File: config.mk
export PLATFORM = sky130hd
export DESIGN_NAME = uart_rx
export DESIGN_NICKNAME = d
export VERILOG_FILES = /design/src/rtl/uart_rx.sv
export SDC_FILE = /design/constraint.sdc
export NUM_CORES = 1
export LEC_CHECK = 0
export ABC_AREA = 1
export CAP_MARGIN = 10
export CORE_MARGIN = 4
export CORE_UTILIZATION = 56
export CTS_BUF_LIST = sky130_fd_sc_hd__clkbuf_16
export CTS_CLUSTER_SIZE = 24
export DETAILED_ROUTE_END_ITERATION = 10
export MAX_ROUTING_LAYER = met4
export PLACE_DENSITY = 0.78
export SYNTH_ARGS = -nofsm -noshare
export SYNTH_HDL_FRONTEND = slang
export SYNTH_SLANG_ARGS = --single-unit
File: constraint.sdc
create_clock -name clk -period 1.7 [get_ports clk]
set_input_delay 0.34 -clock clk [delete_from_list [all_inputs] [get_ports clk]]
set_output_delay 0.34 -clock clk [all_outputs]
set_load 0.03 [all_outputs]
File: src/rtl/uart_rx.sv
// uart_rx: 8N1 serial receiver, LSB first, with false-start rejection,
// framing-error and overrun reporting, and a valid/ready byte output.
module uart_rx #(
  parameter int CLK_FREQ = 50_000_000,
  parameter int BAUD     = 115200
) (
  input  logic       clk,
  input  logic       rst_n,
  input  logic       rx,
  output logic [7:0] rx_data,
  output logic       rx_valid,
  input  logic       rx_ready,
  output logic       rx_overrun,
  output logic       frame_err,
  output logic       rx_busy
);
  localparam int CPB  = CLK_FREQ / BAUD;
  localparam int HALF = CPB / 2;
  localparam int CW   = $clog2(CPB);
  localparam logic [CW-1:0] CNT_HALF = CW'(HALF - 1);
  localparam logic [CW-1:0] CNT_FULL = CW'(CPB - 1);

  typedef enum logic [1:0] {IDLE, START, DATA, STOP} state_t;

  state_t        state_q, state_d;
  logic [CW-1:0] cnt_q, cnt_d;
  logic [2:0]    bit_q, bit_d;
  logic [7:0]    shift_q, shift_d;
  logic [7:0]    data_q, data_d;
  logic          valid_q, valid_d;
  logic          ovr_q, ovr_d;
  logic          ferr_q, ferr_d;
  logic          busy_q, busy_d;
  logic          armed_q, armed_d;
  logic          sync1_q, rx_s_q;

  // Two-flop synchronizer; resets to the idle (high) line level.
  always_ff @(posedge clk) begin
    if (!rst_n) begin
      sync1_q <= 1'b1;
      rx_s_q  <= 1'b1;
    end else begin
      sync1_q <= rx;
      rx_s_q  <= sync1_q;
    end
  end

  // Next-state, bit sampling and output-event logic for the receive FSM.
  always_comb begin
    state_d = state_q;
    cnt_d   = cnt_q + 1'b1;
    bit_d   = bit_q;
    shift_d = shift_q;
    data_d  = data_q;
    valid_d = valid_q;
    ovr_d   = 1'b0;
    ferr_d  = 1'b0;
    armed_d = armed_q;
    if (valid_q && rx_ready) valid_d = 1'b0;
    unique case (state_q)
      IDLE: begin
        cnt_d = '0;
        // The line must be seen high before a falling edge counts as a start.
        if (rx_s_q) armed_d = 1'b1;
        else if (armed_q) state_d = START;
      end
      START: begin
        if (cnt_q == CNT_HALF) begin
          cnt_d   = '0;
          bit_d   = '0;
          state_d = rx_s_q ? IDLE : DATA;
        end
      end
      DATA: begin
        if (cnt_q == CNT_FULL) begin
          cnt_d          = '0;
          shift_d[bit_q] = rx_s_q;
          bit_d          = bit_q + 1'b1;
          if (bit_q == 3'd7) state_d = STOP;
        end
      end
      STOP: begin
        if (cnt_q == CNT_FULL) begin
          cnt_d   = '0;
          state_d = IDLE;
          if (rx_s_q) begin
            // A byte that is accepted on this same edge is not an overrun.
            data_d  = shift_q;
            valid_d = 1'b1;
            ovr_d   = valid_q && !rx_ready;
          end else begin
            ferr_d  = 1'b1;
            armed_d = 1'b0;
          end
        end
      end
      default: state_d = IDLE;
    endcase
    busy_d = (state_d != IDLE);
  end

  // State and output registers.
  always_ff @(posedge clk) begin
    if (!rst_n) begin
      state_q <= IDLE;
      cnt_q   <= '0;
      bit_q   <= '0;
      shift_q <= '0;
      data_q  <= '0;
      valid_q <= 1'b0;
      ovr_q   <= 1'b0;
      ferr_q  <= 1'b0;
      busy_q  <= 1'b0;
      armed_q <= 1'b0;
    end else begin
      state_q <= state_d;
      cnt_q   <= cnt_d;
      bit_q   <= bit_d;
      shift_q <= shift_d;
      data_q  <= data_d;
      valid_q <= valid_d;
      ovr_q   <= ovr_d;
      ferr_q  <= ferr_d;
      busy_q  <= busy_d;
      armed_q <= armed_d;
    end
  end

  assign rx_data    = data_q;
  assign rx_valid   = valid_q;
  assign rx_overrun = ovr_q;
  assign frame_err  = ferr_q;
  assign rx_busy    = busy_q;

endmodule

==> results.sh <==
export IMPL_startpoint="rx_data[5]"
export IMPL_fin_skew_ns=0.002674
export IMPL_htreeDepth=2
export IMPL_syn_inst=234
export IMPL_syn_num_nets=243
export IMPL_p_leak_nw=0.8727
export IMPL_hold_slack_ns=0.4134
export IMPL_drc=0
export IMPL_drt_iter0_markers=80
export IMPL_holdCritPathClass="reg2reg"
export IMPL_synth_xor_area_share_pct=2.017
export IMPL_period_share_pct=95.36
export IMPL_tightest_slew_ns=0.3214
export IMPL_cts_hold_buf=0
export IMPL_layout_nets=265
export IMPL_cp_cell_sequence="clkdlybuf4s50_1"
export IMPL_cts_resized_gates=0
export IMPL_cp_required_ns=1.36
export IMPL_fp_dieH_um=63.69
export IMPL_critPathLaunchType="flop"
export IMPL_mostFrequentLayoutCell="nor2_1"
export IMPL_cts_root_buf="clkbuf_16"
export IMPL_synth_compound_area_share_pct=9.366
export IMPL_p_per_area_mw_per_mm2=859.9
export IMPL_rows=19
export IMPL_ys_flop_type="dfxtp_1"
export IMPL_maxSlewViolCount=0
export IMPL_n_fill_cell=230
export IMPL_synth_simple_area_share_pct=33.43
export IMPL_cts_buffer_depth=2
export IMPL_placed_cell_area_mm2=0.001928
export IMPL_setup_violations=0
export IMPL_clock_latency_ns=0.28
export IMPL_crit_fanout=2
export IMPL_wl_um=3230
export IMPL_grt_pass1_vias=1363
export IMPL_synth_top_cell_by_area="dfxtp_1"
export IMPL_fin_crit_ns=1.621
export IMPL_cts_sinks=37
export IMPL_status="complete, no violations"
export IMPL_area_growth_pct=19.02
export IMPL_overflow=0
export IMPL_seq_area_frac_synth_pct=42.65
export IMPL_postCtsSetupBuffers=0
export IMPL_maxCapViolations=0
export IMPL_crit_arrival_ns=1.28
export IMPL_gp_congestion=0.8926
export IMPL_cp_slowest_stage_delay_ns=0.67
export IMPL_chipWidth_um=63.69
export IMPL_dp_cells=280
export IMPL_yosys_warnings=0
export IMPL_antenna_found_initial=0
export IMPL_syn_cell_area_mm2=0.001737
export IMPL_async_flop_share_pct=0
export IMPL_dr_total_vias=1478
export IMPL_tritoncts="built"
export IMPL_groute_usage_overall_pct=18.40
export IMPL_clock_fmax_ghz=0.6169
export IMPL_syn_area_per_cell_um2=7.422
export IMPL_timing_rr_start="cnt_q[1]"
export IMPL_viasPerCell=5.132
export IMPL_critPathKind="reg2out"
export IMPL_ios=16
export IMPL_endpoint_kind="output port"
export IMPL_ys_ff_latch=37
export IMPL_core_mm2=0.002853
export IMPL_design_power_total_mw=1.777
export IMPL_wl_per_cell_um=11.22
export IMPL_maxSlewHeadroom_pct=78.51
export IMPL_antenna_cells=0
export IMPL_synthMuxAreaShare_pct=0
export IMPL_synth_fa_ha_area_share_pct=3.602
export IMPL_ir_worst_vdd_mv=0.7663
export IMPL_io_buffers=15
export IMPL_grt_pass1_wl_um=5851
export IMPL_crit_buf_inv=1
export IMPL_hold_viol=0
export IMPL_ant_nets=0
export IMPL_grt_max_degree=19
export IMPL_clk_pin_slew_worst_paths_ns=0.05
export IMPL_dp_hpwl_um=2386
export IMPL_synth_edf_count=0
export IMPL_netlist_top_cells_area="dfxtp_1, nor2_1, nand2_1"
export IMPL_most_common_layout_cells="nor2_1, nand2_1, dfxtp_1, inv_1, clkdlybuf4s50_1"
export IMPL_cts_inserted_buffers=5
export IMPL_stdcell_area_mm2=0.002067
export IMPL_rsz0062_at_grt="no"
export IMPL_tns_ns=0
export IMPL_start_util_pct=60.88
export IMPL_layoutNonFillerInstCount=288
export IMPL_dieArea_mm2=0.004056
export IMPL_cpMaxStageDelayCell="clkdlybuf4s50_1"
export IMPL_synth_top_family_by_area="simple AND/OR/NAND/NOR gates"
export IMPL_drt_first_pass_iters=4
export IMPL_ys_types=32
export IMPL_drive_gt1_share_pct=11.28
export IMPL_critical_path_top_delay_family="buffers and inverters"
export IMPL_hp_start="sync1_q"
export IMPL_yosysTopAreaCellShare_pct=42.65
## power breakdown
group          internal [mW]  switching [mW]  total, mW
Clock                  0.531           0.324      0.855
Sequential             0.873         0.00386      0.877
Combinational         0.0196          0.0255     0.0450
Total                   1.42           0.353       1.78
## cell type report
cell class                      count  area, µm²  area share, %
Timing Repair Buffer               19      180.2          8.717
Inverter                           34      127.6          6.174
Multi-Input combinational cell    159      840.8          40.68
Tap cell                           31      38.79          1.877
Clock inverter                      3      13.76         0.6659
Sequential cell                    37      740.7          35.84
Clock buffer                        5      125.1          6.053
## through the flow
stage	utilization, %	setup slack (ns)
2_1_floorplan	-	0.3788
3_3_place_gp	67.59	0.2004
3_5_place_dp	67.59	0.2081
4_1_cts	72.46	0.07087
5_1_grt	72.46	0.04776
6_report	72.46	0.07895
## path summary, 6_finish.rpt
| kind | end | slack, ns | cells after the start |
|---|---|---|---|
| setup / recovery | rx_data[5] | 0.08 | 1 |
| hold / removal | rx_s_q | 0.41 | 1 |
| hold reg to reg | rx_s_q | 0.41 | 1 |
| setup reg to reg | rx_data[4] | 0.19 | 7 |
## cells by family (layout without fill, tap and decap cells)
kind of cell / after synthesis / in the layout
xor+xnor: 4 / 4
buf+inv: 38 / 61
fa+ha+maj: 5 / 5
simple gates: 122 / 122
compound gates: 28 / 28
flops: 37 / 37
## synthesized netlist by cell type, types with 2 or more instances
master    count
nor2_1       45
nand2_1      39
dfxtp_1      37
inv_1        31
o21ai_0      11
nor3_1        9
nand4_1       8
a21oi_1       7
nand2_2       6
ha_1          5
nand3_1       5
o21ai_1       3
xor2_1        3
a21oi_2       2
a22oi_1       2
clkinv_1      2
nor2_4        2
o21ai_2       2
or2_2         2
## flip-flops by register name, summed over array words and instances (netlist names)
signal      flops
frame_err       1
bit_q           3
sync1_q         1
rx_s_q          1
rx_overrun      1
armed_q         1
rx_valid        1
cnt_q           9
state_q         2
rx_busy         1
shift_q         8
rx_data         8
## layer usage
metal | vias to the layer above | wire length [µm] | GRT usage [%] | part of all wire (%)
li1 | 787 | - | - | -
met1 | 654 | 1481 | 21.13 | 46
met2 | 33 | 1553 | 30.51 | 48
met3 | 4 | 165 | 5.329 | 5.1
met4 | 0 | 29 | 6.469 | 0.90
met5 | - | 0 | - | 0
No activity file was read; power rests on OpenSTA's default activity.
